`src/rtl/priority_event_queue_pkg.sv`:
```
// Shared types and defaults for the debounced priority event queue.
package priority_event_queue_pkg;

   localparam int unsigned CODE_W_DEFAULT = 4;

   // Detector states: waiting, debouncing a press, latched, debouncing a release.
   typedef enum logic [1:0] {
      ST_IDLE,
      ST_PRESS,
      ST_HELD,
      ST_RELEASE
   } det_state_e;

endpackage

```
`src/rtl/priority_event_queue_if.sv`:
```
// Output handshake between the event queue and its consumer.
interface priority_event_queue_if
   import priority_event_queue_pkg::*;
#(
   parameter int unsigned CODE_W = CODE_W_DEFAULT
) ();

   logic [CODE_W-1:0] out_code;
   logic              out_valid;
   logic              out_ready;

   modport master (output out_code, output out_valid, input out_ready);
   modport slave  (input out_code, input out_valid, output out_ready);

endinterface

```
`src/rtl/event_fifo.sv`:
```
// Small synchronous FIFO; storage is reset so the head reads zero after reset.
module event_fifo #(
   parameter int unsigned WIDTH = 4,
   parameter int unsigned DEPTH = 4
) (
   input  logic                   clk,
   input  logic                   rst_n,
   input  logic                   push,
   input  logic                   pop,
   input  logic [WIDTH-1:0]       wdata,
   output logic [WIDTH-1:0]       rdata,
   output logic                   full,
   output logic                   empty,
   output logic [$clog2(DEPTH):0] count
);

   localparam int unsigned PTR_W = $clog2(DEPTH);
   localparam int unsigned CNT_W = PTR_W + 1;

   logic [WIDTH-1:0] mem_q [DEPTH];
   logic [PTR_W-1:0] wr_ptr_q, rd_ptr_q;
   logic [CNT_W-1:0] count_q, count_d;
   logic             do_push, do_pop;

   // A push into a full FIFO only lands if the head leaves in the same cycle.
   always_comb begin
      do_pop  = pop && !empty;
      do_push = push && (!full || do_pop);
      count_d = count_q;
      case ({do_push, do_pop})
         2'b10:   count_d = count_q + CNT_W'(1);
         2'b01:   count_d = count_q - CNT_W'(1);
         default: count_d = count_q;
      endcase
   end

   // Storage, pointers and occupancy.
   always_ff @(posedge clk) begin
      if (!rst_n) begin
         for (int i = 0; i < int'(DEPTH); i++) begin
            mem_q[i] <= '0;
         end
         wr_ptr_q <= '0;
         rd_ptr_q <= '0;
         count_q  <= '0;
      end else begin
         if (do_push) begin
            mem_q[wr_ptr_q] <= wdata;
            wr_ptr_q        <= wr_ptr_q + PTR_W'(1);
         end
         if (do_pop) begin
            rd_ptr_q <= rd_ptr_q + PTR_W'(1);
         end
         count_q <= count_d;
      end
   end

   assign rdata = mem_q[rd_ptr_q];
   assign full  = (count_q == CNT_W'(DEPTH));
   assign empty = (count_q == '0);
   assign count = count_q;

endmodule

```
`src/rtl/priority_event_queue.sv`:
```
// Debounces the encoder's request and queues one event per press.
module priority_event_queue
   import priority_event_queue_pkg::*;
#(
   parameter int unsigned CODE_W   = CODE_W_DEFAULT,
   parameter int unsigned DEBOUNCE = 4,
   parameter int unsigned DEPTH    = 4
) (
   input  logic                    clk,
   input  logic                    rst_n,
   input  logic                    en,
   input  logic [CODE_W-1:0]       code,
   input  logic                    gs,
   priority_event_queue_if.master  out_if,
   output logic [$clog2(DEPTH):0]  count,
   output logic                    overflow,
   input  logic                    ovf_clr
);

   localparam logic [7:0] CNT_LAST = 8'(DEBOUNCE - 1);

   det_state_e        state_q, state_d;
   logic [CODE_W-1:0] cand_q, cand_d;
   logic [7:0]        cnt_q, cnt_d;
   logic              arm_q, arm_d;
   logic              ev_push;
   logic              overflow_q, overflow_d;
   logic              fifo_full, fifo_empty, fifo_pop;

   // Next-state logic of the press/release detector.
   always_comb begin
      state_d = state_q;
      cand_d  = cand_q;
      cnt_d   = cnt_q;
      ev_push = 1'b0;
      // A request held through reset must drop once before it can count as a press.
      arm_d   = arm_q | ~gs;
      if (!en) begin
         state_d = ST_IDLE;
         cnt_d   = '0;
      end else begin
         unique case (state_q)
            ST_IDLE: begin
               if (gs && arm_q) begin
                  state_d = ST_PRESS;
                  cand_d  = code;
                  cnt_d   = '0;
               end
            end
            ST_PRESS: begin
               if (!gs) begin
                  state_d = ST_IDLE;
               end else if (code != cand_q) begin
                  cand_d = code;
                  cnt_d  = '0;
               end else if (cnt_q == CNT_LAST) begin
                  ev_push = 1'b1;
                  state_d = ST_HELD;
               end else begin
                  cnt_d = cnt_q + 8'd1;
               end
            end
            ST_HELD: begin
               if (!gs) begin
                  state_d = ST_RELEASE;
                  cnt_d   = '0;
               end
            end
            ST_RELEASE: begin
               if (gs) begin
                  state_d = ST_HELD;
               end else if (cnt_q == CNT_LAST) begin
                  state_d = ST_IDLE;
               end else begin
                  cnt_d = cnt_q + 8'd1;
               end
            end
            default: state_d = ST_IDLE;
         endcase
      end
   end

   // Detector state register.
   always_ff @(posedge clk) begin
      if (!rst_n) begin
         state_q <= ST_IDLE;
         cand_q  <= '0;
         cnt_q   <= '0;
         arm_q   <= 1'b0;
      end else begin
         state_q <= state_d;
         cand_q  <= cand_d;
         cnt_q   <= cnt_d;
         arm_q   <= arm_d;
      end
   end

   assign fifo_pop = out_if.out_valid && out_if.out_ready;

   event_fifo #(
      .WIDTH (CODE_W),
      .DEPTH (DEPTH)
   ) u_fifo (
      .clk   (clk),
      .rst_n (rst_n),
      .push  (ev_push),
      .pop   (fifo_pop),
      .wdata (cand_q),
      .rdata (out_if.out_code),
      .full  (fifo_full),
      .empty (fifo_empty),
      .count (count)
   );

   assign out_if.out_valid = !fifo_empty;

   // Sticky drop flag; a drop in the same cycle as a clear keeps it set.
   always_comb begin
      overflow_d = overflow_q;
      if (ev_push && fifo_full && !fifo_pop) begin
         overflow_d = 1'b1;
      end else if (ovf_clr) begin
         overflow_d = 1'b0;
      end
   end

   // Overflow flag register.
   always_ff @(posedge clk) begin
      if (!rst_n) begin
         overflow_q <= 1'b0;
      end else begin
         overflow_q <= overflow_d;
      end
   end

   assign overflow = overflow_q;

endmodule

```
`src/flat_wrapper.sv`:
```
// flat-port wrapper written by rule: the top's interface ports become plain ports
module priority_event_queue_flat import priority_event_queue_pkg::*;
#(
   parameter int unsigned CODE_W   = CODE_W_DEFAULT,
   parameter int unsigned DEBOUNCE = 4,
   parameter int unsigned DEPTH    = 4
)
  (clk, rst_n, en, code, gs, count, overflow, ovf_clr, out_if_out_code, out_if_out_valid, out_if_out_ready);
  priority_event_queue_if #(.CODE_W(CODE_W)) out_if_i ();
  input  logic clk;
  input  logic rst_n;
  input  logic en;
  input  logic [CODE_W-1:0] code;
  input  logic gs;
  output logic [$clog2(DEPTH):0] count;
  output logic overflow;
  input  logic ovf_clr;
  output wire logic [$bits(out_if_i.out_code)-1:0] out_if_out_code;
  output wire logic [$bits(out_if_i.out_valid)-1:0] out_if_out_valid;
  input wire logic [$bits(out_if_i.out_ready)-1:0] out_if_out_ready;
  assign out_if_out_code = out_if_i.out_code;
  assign out_if_out_valid = out_if_i.out_valid;
  assign out_if_i.out_ready = out_if_out_ready;
  priority_event_queue #(.CODE_W(CODE_W), .DEBOUNCE(DEBOUNCE), .DEPTH(DEPTH)) u_core (.clk(clk), .rst_n(rst_n), .en(en), .code(code), .gs(gs), .out_if(out_if_i), .count(count), .overflow(overflow), .ovf_clr(ovf_clr));
endmodule
```
`config.mk`:
```
export PLATFORM = sky130hd
export DESIGN_NAME = priority_event_queue_flat
export DESIGN_NICKNAME = d
export VERILOG_FILES = /design/src/rtl/priority_event_queue_pkg.sv /design/src/rtl/priority_event_queue_if.sv /design/src/rtl/event_fifo.sv /design/src/rtl/priority_event_queue.sv /design/src/flat_wrapper.sv
export SDC_FILE = /design/constraint.sdc
export NUM_CORES = 1
export LEC_CHECK = 0
export CAP_MARGIN = 15
export CORE_MARGIN = 5
export CORE_UTILIZATION = 47
export CTS_BUF_LIST = sky130_fd_sc_hd__clkbuf_2
export DETAILED_ROUTE_END_ITERATION = 8
export DONT_BUFFER_PORTS = 1
export MAX_ROUTING_LAYER = met4
export PLACE_DENSITY_LB_ADDON = 0.05
export SLEW_MARGIN = 20
export SYNTH_ARGS = -nofsm -noshare
export SYNTH_HDL_FRONTEND = slang
export SYNTH_SLANG_ARGS = --single-unit
```
`constraint.sdc`:
```
create_clock -name clk -period 3 [get_ports clk]
set_input_delay 0.6 -clock clk [delete_from_list [all_inputs] [get_ports clk]]
set_output_delay 0.6 -clock clk [all_outputs]
set_load 0.02 [all_outputs]
```
==> flow_metrics.env <==
export IMPL_cts_buffers_inserted=5
export IMPL_wl_per_cell_um=15.12
export IMPL_clock_path_buffers=2
export IMPL_tightest_slew_ns=0.7964
export IMPL_report_final_setup_viol=0
export IMPL_clockPowerShare_pct=39.0
export IMPL_cts_setup_buffers=0
export IMPL_drt_total_wl_um=3902
export IMPL_vias=1414
export IMPL_gp_congestion=0.8107
export IMPL_final_cell_mix="25 x dfxtp_1, 20 x nand2_1, 16 x edfxtp_1"
export IMPL_final_common_cell="dfxtp_1"
export IMPL_whs_ns=0.2701
export IMPL_intPower_mw=0.8286
export IMPL_drt_iter0_drc=89
export IMPL_synth_ff_latch_count=41
export IMPL_min_period_ns=2.759
export IMPL_fmax_ghz=0.3624
export IMPL_drc=0
export IMPL_async_reset_ff_share_pct=0
export IMPL_pin_count=19
export IMPL_critical_path_class="flip-flop to flip-flop"
export IMPL_path_clk_slew_ns=0.21
export IMPL_p_sw_share_pct=20.86
export IMPL_final_setup_tns_ns=0
export IMPL_initial_core_util_pct=47.67
export IMPL_hold_viol_final=0
export IMPL_skew_ns=0.02534
export IMPL_min_path_type="input pin to flip-flop"
export IMPL_endpoint_kind="flip-flop"
export IMPL_critPathMaxFanout=7
export IMPL_arrival_ns=3.10
export IMPL_core_mm2=0.004294
export IMPL_post_cts_resized=0
export IMPL_p_leak_nw=0.7774
export IMPL_fin_nets=218
export IMPL_hold_buffers=0
export IMPL_num_rows=24
export IMPL_cts_htree_levels=2
export IMPL_synthCells=198
export IMPL_avgViaCountPerCell=5.481
export IMPL_final_area_mm2=0.002193
export IMPL_synth_ff_type="dfxtp_1"
export IMPL_dp_hpwl_um=2965
export IMPL_diodes=0
export IMPL_peakVddDrop_mv=0.1790
export IMPL_die_y_um=76.00
export IMPL_ant_nets=0
export IMPL_relSlewSlack_pct=46.58
export IMPL_status="finished clean"
export IMPL_drive_gt1_share_pct=14.56
export IMPL_fp_dieW_um=76.00
export IMPL_drv_cap=0
export IMPL_grtUsageTotal_pct=14.84
export IMPL_grt_pass1_wl_um=6927
export IMPL_antenna_found_initial=0
export IMPL_ys_types=42
export IMPL_clk_latency_ns=0.40
export IMPL_area_growth_pct=7.151
export IMPL_syn_avg_cell_area_um2=10.34
export IMPL_dieArea_mm2=0.005775
export IMPL_synth_nets=211
export IMPL_io_buffer_count=0
export IMPL_netlist_area_mm2=0.002047
export IMPL_grt_overflow=0
export IMPL_power_per_cell_area_mw_per_mm2=477.3
export IMPL_cts_tree="yes"
export IMPL_rsz0062_at_grt="no"
export IMPL_finalPower_mw=1.047
export IMPL_layout_worst_path_cycle_share_pct=91.97
export IMPL_yosysWarnings=0
export IMPL_dpl_cell_area_mm2=0.002103
export IMPL_startpoint_type="flip-flop"
export IMPL_first_global_vias=1494
export IMPL_required_ns=3.34
export IMPL_comb_power_share_pct=4.0
export IMPL_first_pass_iters=4
export IMPL_ys_seq_area_share_pct=47.92
export IMPL_cts_root_buf="clkbuf_2"
export IMPL_drv_slew=0
export IMPL_synth_edff_count=16
export IMPL_switching_power_mw=0.2184
export IMPL_seq_power_share_pct=56.9
export IMPL_grt_max_degree=22
export IMPL_cts_sinks=41
[worst max-delay path: stages, from the launching register on]
cell and delay [ns]:
dfxtp_1 0.49, xor2_1 0.14, or4_4 0.62, nor4_2 0.32
inv_2 0.07, ha_1 0.23, inv_1 0.08, fa_1 0.18
xor2_1 0.08, or3_1 0.31, a21boi_0 0.19
[worst paths after layout]
kind / startpoint / end / slack (ns) / cells past startpoint
worst min-delay path: gs / u_core.arm_q / 0.27 / 1
worst max register to register: u_core.cand_q[1] / u_core.u_fifo.count[2] / 0.24 / 10
worst min register to register: u_core.cnt_q[0] / u_core.cnt_q[0] / 0.51 / 1
worst max-delay path: u_core.cand_q[1] / u_core.u_fifo.count[2] / 0.24 / 10
[power by group through the flow]
stage          clock (mW)  sequential (mW)  combinational [mW]
6_report            0.409            0.596              0.0424
5_1_grt             0.451            0.598              0.0476
4_1_cts             0.419            0.596              0.0431
3_5_place_dp            0            0.608              0.0430
3_3_place_gp            0            0.607              0.0413
2_1_floorplan           0            0.604              0.0402
[area by class of cell]
cell class	count	area, µm²
Fill cell	397	2101
Clock buffer	5	25.02
Clock inverter	3	65.06
Inverter	11	41.29
Sequential cell	41	980.9
Multi-Input combinational cell	141	978.4
Tap cell	52	65.06
Timing Repair Buffer	5	37.54
[cell families after synthesis]
group,synth area share [%]
buffers and inverters,4.279
adders and majority gates,2.200
xor gates and xnor gates,3.851
AOI/OAI and AO/OA,9.658
and+or+nand+nor,25.73
DFF,47.92
muxes,6.357
[metal layers]
| metal | wire length, µm | global-route usage (%) | vias up |
|---|---|---|---|
| li1 | - | - | 724 |
| met1 | 1625 | 16.13 | 668 |
| met2 | 2095 | 25.17 | 15 |
| met5 | 0 | - | - |
| met3 | 136 | 4.846 | 7 |
| met4 | 45 | 5.338 | 0 |
[cells in the mapped netlist, types with 3 or more instances]
| library cell | n | share of area, % |
|---|---|---|
| nor2b_1 | 8 | 2.4 |
| and3_1 | 3 | 0.92 |
| mux2i_1 | 4 | 2.0 |
| nor3_1 | 4 | 0.98 |
| edfxtp_1 | 16 | 23 |
| dfxtp_1 | 25 | 24 |
| and3_2 | 4 | 1.5 |
| mux4_2 | 4 | 4.4 |
| and2_2 | 4 | 1.5 |
| nand2_1 | 20 | 3.7 |
| o21ai_0 | 5 | 1.2 |
| a311oi_1 | 4 | 1.7 |
| xor2_1 | 7 | 3.0 |
| and2_1 | 11 | 3.4 |
| a31oi_1 | 3 | 0.92 |
| nand3_1 | 7 | 1.7 |
| nor2_1 | 13 | 2.4 |
| nand3b_1 | 5 | 1.8 |
| inv_1 | 10 | 1.8 |
| a211oi_1 | 3 | 1.1 |
| a21oi_1 | 8 | 2.0 |
[sequential cells by signal (all words and copies together), names as in the netlist, named ones only]
register                count
u_core.u_fifo.mem_q        16
u_core.cnt_q                8
u_core.cand_q               4
u_core.u_fifo.count         3
u_core.u_fifo.rd_ptr_q      2
u_core.u_fifo.wr_ptr_q      2
u_core.arm_q                1
u_core.overflow             1
u_core.state_q              1
[metrics by stage]
step	setup WS, ns	util, %	cells
6_report	0.2409	51.08	258
5_1_grt	0.05078	51.08	258
4_1_cts	0.2041	51.08	258
3_5_place_dp	0.06530	48.98	250
3_3_place_gp	0.2316	48.98	250
2_1_floorplan	0.1225	-	198
No activity file was read; power rests on OpenSTA's default activity.
